==> src/rtl/bp_pkg.sv <==
`default_nettype none
// ============================================================================
//  Module      : bp_pkg
//  Description : Shared constants for the branch history table / BTB.
//  Revision    : 1.0 - initial release
// ============================================================================
package bp_pkg;

    localparam logic [1:0] CTR_SNT = 2'b00;
    localparam logic [1:0] CTR_WNT = 2'b01;
    localparam logic [1:0] CTR_WT  = 2'b10;
    localparam logic [1:0] CTR_ST  = 2'b11;

    localparam int DEFAULT_ENTRIES = 64;
    localparam int DEFAULT_IDX_W   = 6;
    localparam int DEFAULT_TAG_W   = 8;

    // Instructions are word aligned, so the index starts above pc[1:0].
    localparam int PC_IDX_LSB = 2;

endpackage
`default_nettype wire

==> src/rtl/sat_counter2.sv <==
`default_nettype none
// ============================================================================
//  Module      : sat_counter2
//  Description : 2-bit saturating up/down counter next-state logic.
//  Revision    : 1.0 - initial release
// ============================================================================
module sat_counter2
    import bp_pkg::*;
(
    input  logic [1:0] ctr,
    input  logic       taken,
    output logic [1:0] nextCtr
);

    always_comb begin
        nextCtr = ctr;
        if (taken) begin
            if (ctr != CTR_ST) begin
                nextCtr = ctr + 2'd1;
            end
        end else begin
            if (ctr != CTR_SNT) begin
                nextCtr = ctr - 2'd1;
            end
        end
    end

endmodule
`default_nettype wire

==> src/rtl/branch_predictor_bht.sv <==
`default_nettype none
// ============================================================================
//  Module      : branch_predictor_bht
//  Description : Direct-mapped BHT + BTB with zero-latency fetch lookup,
//                execute-stage training and branch/mispredict counters.
//  Revision    : 1.0 - initial release
// ============================================================================
module branch_predictor_bht
    import bp_pkg::*;
#(
    parameter int         ENTRIES  = DEFAULT_ENTRIES,
    parameter int         IDX_W    = DEFAULT_IDX_W,
    parameter int         TAG_W    = DEFAULT_TAG_W,
    parameter logic [1:0] INIT_CTR = CTR_WNT
)(
    input  logic        clk,
    input  logic        rst,
    input  logic [31:0] pc_f,
    output logic        predict_taken_f,
    output logic [31:0] predict_target_f,
    output logic        btb_hit_f,
    input  logic        update_en_e,
    input  logic [31:0] pc_e,
    input  logic        taken_e,
    input  logic [31:0] target_e,
    input  logic        mispredict_e,
    output logic [31:0] branch_count,
    output logic [31:0] mispredict_count
);

    localparam int c_TAG_LSB = PC_IDX_LSB + IDX_W;
    localparam int c_TAG_MSB = c_TAG_LSB + TAG_W - 1;

    logic [ENTRIES-1:0] r_valid;
    logic [TAG_W-1:0]   r_tag    [ENTRIES];
    logic [31:0]        r_target [ENTRIES];
    logic [1:0]         r_ctr    [ENTRIES];
    logic [31:0]        r_branchCount;
    logic [31:0]        r_mispredictCount;

    logic [IDX_W-1:0]   w_idxF;
    logic [TAG_W-1:0]   w_tagF;
    logic               w_hitF;
    logic [IDX_W-1:0]   w_idxE;
    logic [TAG_W-1:0]   w_tagE;
    logic               w_hitE;
    logic [1:0]         w_satNext;
    logic [1:0]         w_ctrWrite;
    logic               w_unusedLow;

    assign w_idxF = pc_f[c_TAG_LSB-1:PC_IDX_LSB];
    assign w_tagF = pc_f[c_TAG_MSB:c_TAG_LSB];
    assign w_idxE = pc_e[c_TAG_LSB-1:PC_IDX_LSB];
    assign w_tagE = pc_e[c_TAG_MSB:c_TAG_LSB];

    assign w_unusedLow = ^{pc_f[1:0], pc_e[1:0]};

    generate
        if (c_TAG_MSB < 31) begin : g_unusedHigh
            logic w_unusedHighBits;
            assign w_unusedHighBits = ^{pc_f[31:c_TAG_MSB+1], pc_e[31:c_TAG_MSB+1]};
        end
    endgenerate

    // Fetch lookup reads the table as it stood before this cycle's update.
    assign w_hitF           = !rst && r_valid[w_idxF] && (r_tag[w_idxF] == w_tagF);
    assign btb_hit_f        = w_hitF;
    assign predict_taken_f  = w_hitF && r_ctr[w_idxF][1];
    assign predict_target_f = w_hitF ? r_target[w_idxF] : 32'd0;

    assign w_hitE = r_valid[w_idxE] && (r_tag[w_idxE] == w_tagE);

    sat_counter2 u_satCounter (
        .ctr     (r_ctr[w_idxE]),
        .taken   (taken_e),
        .nextCtr (w_satNext)
    );

    // A miss allocates a fresh entry with a weak counter in the resolved direction.
    assign w_ctrWrite = w_hitE ? w_satNext : (taken_e ? CTR_WT : CTR_WNT);

    always_ff @(posedge clk) begin
        if (rst) begin
            r_valid           <= '0;
            r_branchCount     <= 32'd0;
            r_mispredictCount <= 32'd0;
            for (int i = 0; i < ENTRIES; i++) begin
                r_ctr[i] <= INIT_CTR;
            end
        end else if (update_en_e) begin
            r_valid[w_idxE]   <= 1'b1;
            r_ctr[w_idxE]     <= w_ctrWrite;
            r_branchCount     <= r_branchCount + 32'd1;
            if (mispredict_e) begin
                r_mispredictCount <= r_mispredictCount + 32'd1;
            end
        end
    end

    // Tags and targets carry no reset; valid gates their use.
    always_ff @(posedge clk) begin
        if (!rst && update_en_e) begin
            r_tag[w_idxE] <= w_tagE;
            if (!w_hitE || taken_e) begin
                r_target[w_idxE] <= target_e;
            end
        end
    end

    assign branch_count     = r_branchCount;
    assign mispredict_count = r_mispredictCount;

endmodule
`default_nettype wire

==> config.mk <==
export PLATFORM = sky130hd
export DESIGN_NAME = branch_predictor_bht
export DESIGN_NICKNAME = d
export VERILOG_FILES = /design/src/rtl/bp_pkg.sv /design/src/rtl/sat_counter2.sv /design/src/rtl/branch_predictor_bht.sv
export SDC_FILE = /design/constraint.sdc
export NUM_CORES = 2
export LEC_CHECK = 0
export CAP_MARGIN = 20
export CELL_PAD_IN_SITES_DETAIL_PLACEMENT = 1
export CELL_PAD_IN_SITES_GLOBAL_PLACEMENT = 2
export CORE_MARGIN = 3
export CORE_UTILIZATION = 54
export DETAILED_ROUTE_END_ITERATION = 7
export PLACE_DENSITY_LB_ADDON = 0.1
export SLEW_MARGIN = 40
export SYNTH_ARGS = -nofsm -noshare
export SYNTH_HDL_FRONTEND = slang
export SYNTH_HIERARCHICAL = 1
export SYNTH_SLANG_ARGS = --single-unit
==> constraint.sdc <==
create_clock -name clk -period 9.8 [get_ports clk]
set_input_delay 1.96 -clock clk [delete_from_list [all_inputs] [get_ports clk]]
set_output_delay 1.96 -clock clk [all_outputs]
set_load 0.05 [all_outputs]
==> metrics.md <==
| Metric | Value |
|---|---|
| Vias in the first global route | `63100` |
| Vias | `60700` |
| # setup viols final | `0` |
| Status | `complete, no violations` |
| Setup TNS | `0 ns` |
| Avg WL per Cell | `38.6 um` |
| ANT nets after route | `0` |
| Fraction of layout cells with a size suffix above 1 | `29.0%` |
| Final net count | `5957` |
| Skew-Pair Late Insertion Delay | `0.95 ns` |
| Initial antenna violation count | `14` |
| Final Cycle Share | `88.1%` |
| Initial drt markers | `7888` |
| Netlist cell types | `70` |
| Post-CTS setup buffers | `0` |
| Post-route minimum period | `8.63 ns` |
| CP Capture Type | `output pin` |
| First-pass GRT wire length | `483 mm` |
| # hold bufs at CTS | `0` |
| Peak VDD IR | `0.201 mV` |
| Top_reg_cell synth | `edfxtp_1` |
| FMAX | `116 MHz` |
| Clock Root Buffer | `clkbuf_16` |
| Synth warn | `6` |
| Required @ worst endpoint | `7.84 ns` |
| H-tree depth | `5` |
| Max_cap viols | `0` |
| Worst slew pin tran | `0.964 ns` |
| Register bit count reported by yosys | `2816` |
| Post_cts resized | `0` |
| Hold Violations, Final | `0` |
| Final worst setup slack | `1.17 ns` |
| Clock Path Buffers | `4` |
| DP Cell Count | `8342` |
| WP data arrival | `6.67 ns` |
| Clock transition at path regs | `0.05 ns` |
| Initial Util | `54.6%` |
| Share of the synthesized area in the top cell type | `70.3%` |
| Routability cong. | `0.872` |
| LEAKAGE | `0.0414 uW` |
| DRC errors left | `0` |
| Worst rel slew slack | `35.2%` |
| Seq/Total Area, Yosys | `72.5%` |
| WS Path Type | `input pin to output pin` |
| CP cell instances | `buf_8, buf_4, mux4_2, mux4_2, mux4_2, xnor2_1, nand3b_1, nor4_1, nand4_1, buf_4, nor2b_1, clkdlybuf4s50_1` |
| Mapped Cells | `5534` |
| Largest net degree at the start of global routing | `107` |
| CP Launch Type | `input pin` |
| CP Max Fanout | `43` |
| DRT Pass-1 Iters | `6` |
| HPWL Detailed | `196 mm` |
| Async set or reset register ratio after synthesis | `0%` |
| Post-synth EDFFs | `2688` |
| Die height | `467 um` |
| Mapped Area | `115000 sq um` |
| Slowest cell on crit path | `clkdlybuf4s50_1` |
| I/O Buffers | `162` |
| Die X | `467 um` |
| Post-Place Setup Slack | `1.15 ns` |
| CTS buffer count | `308` |
| Drt total wl | `343 mm` |
| Synthesized Nets | `5637` |
| Post-synth top area cell | `edfxtp_1` |
| Most frequent cells after synthesis | `edfxtp_1, mux4_2, clkbuf_1, nor2_1, o21ai_0` |
| Total gr overflow | `0` |
| Slew Viols, Final | `0` |
| Area Overhead vs Synth | `13.6%` |
| Most used cell along the critical path | `mux4_2` |
| Clock skew | `0.0667 ns` |
| # IOs | `199` |
| Area contributors post-synth | `edfxtp_1, mux4_2, dfxtp_1, mux2i_1, clkbuf_1` |
| CTS tree | `built` |
| Largest stage delay, worst path | `0.84 ns` |
| Via/cell ratio | `6.83` |
| Power Density | `197 nW/um^2` |
| Full die area | `218000 sq um` |
| Gr usage total | `31.7%` |
| Core ar. | `210000 sq um` |
| Most common cell in the netlist | `edfxtp_1` |
| Std cell rows | `168` |
| Post-Layout Cell Count | `8886` |
| RSZ-0062 raised after global routing | `no` |
| Mapped Avg Cell Area | `20.7 sq um` |
| Worst hold path class | `flop to flop` |
| Clock Sinks | `2816` |
-- metal layers --
layer	routed length, um	global-route usage, %	vias to the layer above
li1	-	-	23800
met1	128000	42.8	32700
met2	167000	50.8	3317
met3	27700	5.54	799
met4	19900	15.3	4
met5	27	0	-
-- per-stage QoR --
step                power (uW)  util (%)  hold slack, ns  instance area, sq um
global route             26300      62.0           0.509                130000
finish                   25600      62.0           0.487                130000
global placement         14900      57.1           0.466                120000
floorplan                14400         -           0.452                115000
CTS                      25800      61.9           0.483                130000
detailed placement       15000      57.4           0.474                121000
-- cells in the final DEF (no fill, tap or decap), types with 14 or more instances in the layout --
master              n
edfxtp_1         2688
mux4_2            931
clkbuf_16         316
buf_4             187
o21ai_0           137
inv_1             134
dfxtp_1           128
nand2_1           125
mux2i_1           115
a21oi_1           112
nor2_1            100
clkdlybuf4s50_1    86
clkbuf_1           79
nand2b_1           65
nor2_4             59
clkinv_1           56
o22ai_1            55
xor2_1             51
nor2b_1            43
clkinv_2           43
a22oi_1            41
mux2_2             34
buf_6              32
a221oi_1           31
a221o_1            31
buf_12             31
nand4_1            25
nand3_1            24
xnor2_1            20
a211oi_1           20
bufinv_16          16
buf_16             14
-- layout make-up --
type / instances / area (sq um)
clock buffers: 400 / 8270
multi-input cells: 2221 / 29900
diodes: 5 / 12.5
inverters: 137 / 514
flip-flops and latches: 2816 / 83300
repair buffers: 370 / 3830
clock inverters: 132 / 1060
well taps: 2805 / 3510
fillers: 17200 / 80000
-- power by group --
group	total, uW	internal, uW	switching [uW]
Combinational	1440	583	862
Clock	10900	6350	4560
Sequential	13300	13200	29.9
Total	25600	20200	5450
-- state kept, by name, indices dropped and copies added (netlist names) --
name,flops
mispredict_count,32
r_target,2048
r_ctr,128
r_valid,64
branch_count,32
r_tag,512
-- final timing paths --
path                                    from  depth (start not counted)  slack [ns]                  end
worst max-delay path                 pc_f[2]                         12        1.17  predict_target_f[6]
worst max register to register  r_tag[23][5]                         11        4.87      r_target[6][29]
worst min register to register   r_valid[30]                          2        0.49          r_valid[30]
worst min-delay path             r_valid[30]                          2        0.49          r_valid[30]
-- cells by family after synthesis --
| family | share of synthesized area, % |
|---|---|
| AOI/OAI and AO/OA | 2.92 |
| xor gates and xnor gates | 0.542 |
| adders and majority gates | 0.0414 |
| buffers and inverters | 1.92 |
| DFF | 72.5 |
| muxes | 19.6 |
| and+or+nand+nor | 2.42 |
-- critical path, delay by kind of cell --
| kind | cells | cell delay (ns) |
|---|---|---|
| AND/OR/NAND/NOR | 4 | 0.77 |
| XOR/XNOR | 1 | 0.15 |
| buffers and inverters | 4 | 1.99 |
| multiplexers | 3 | 1.68 |
Power figures use the tool's default switching activity.
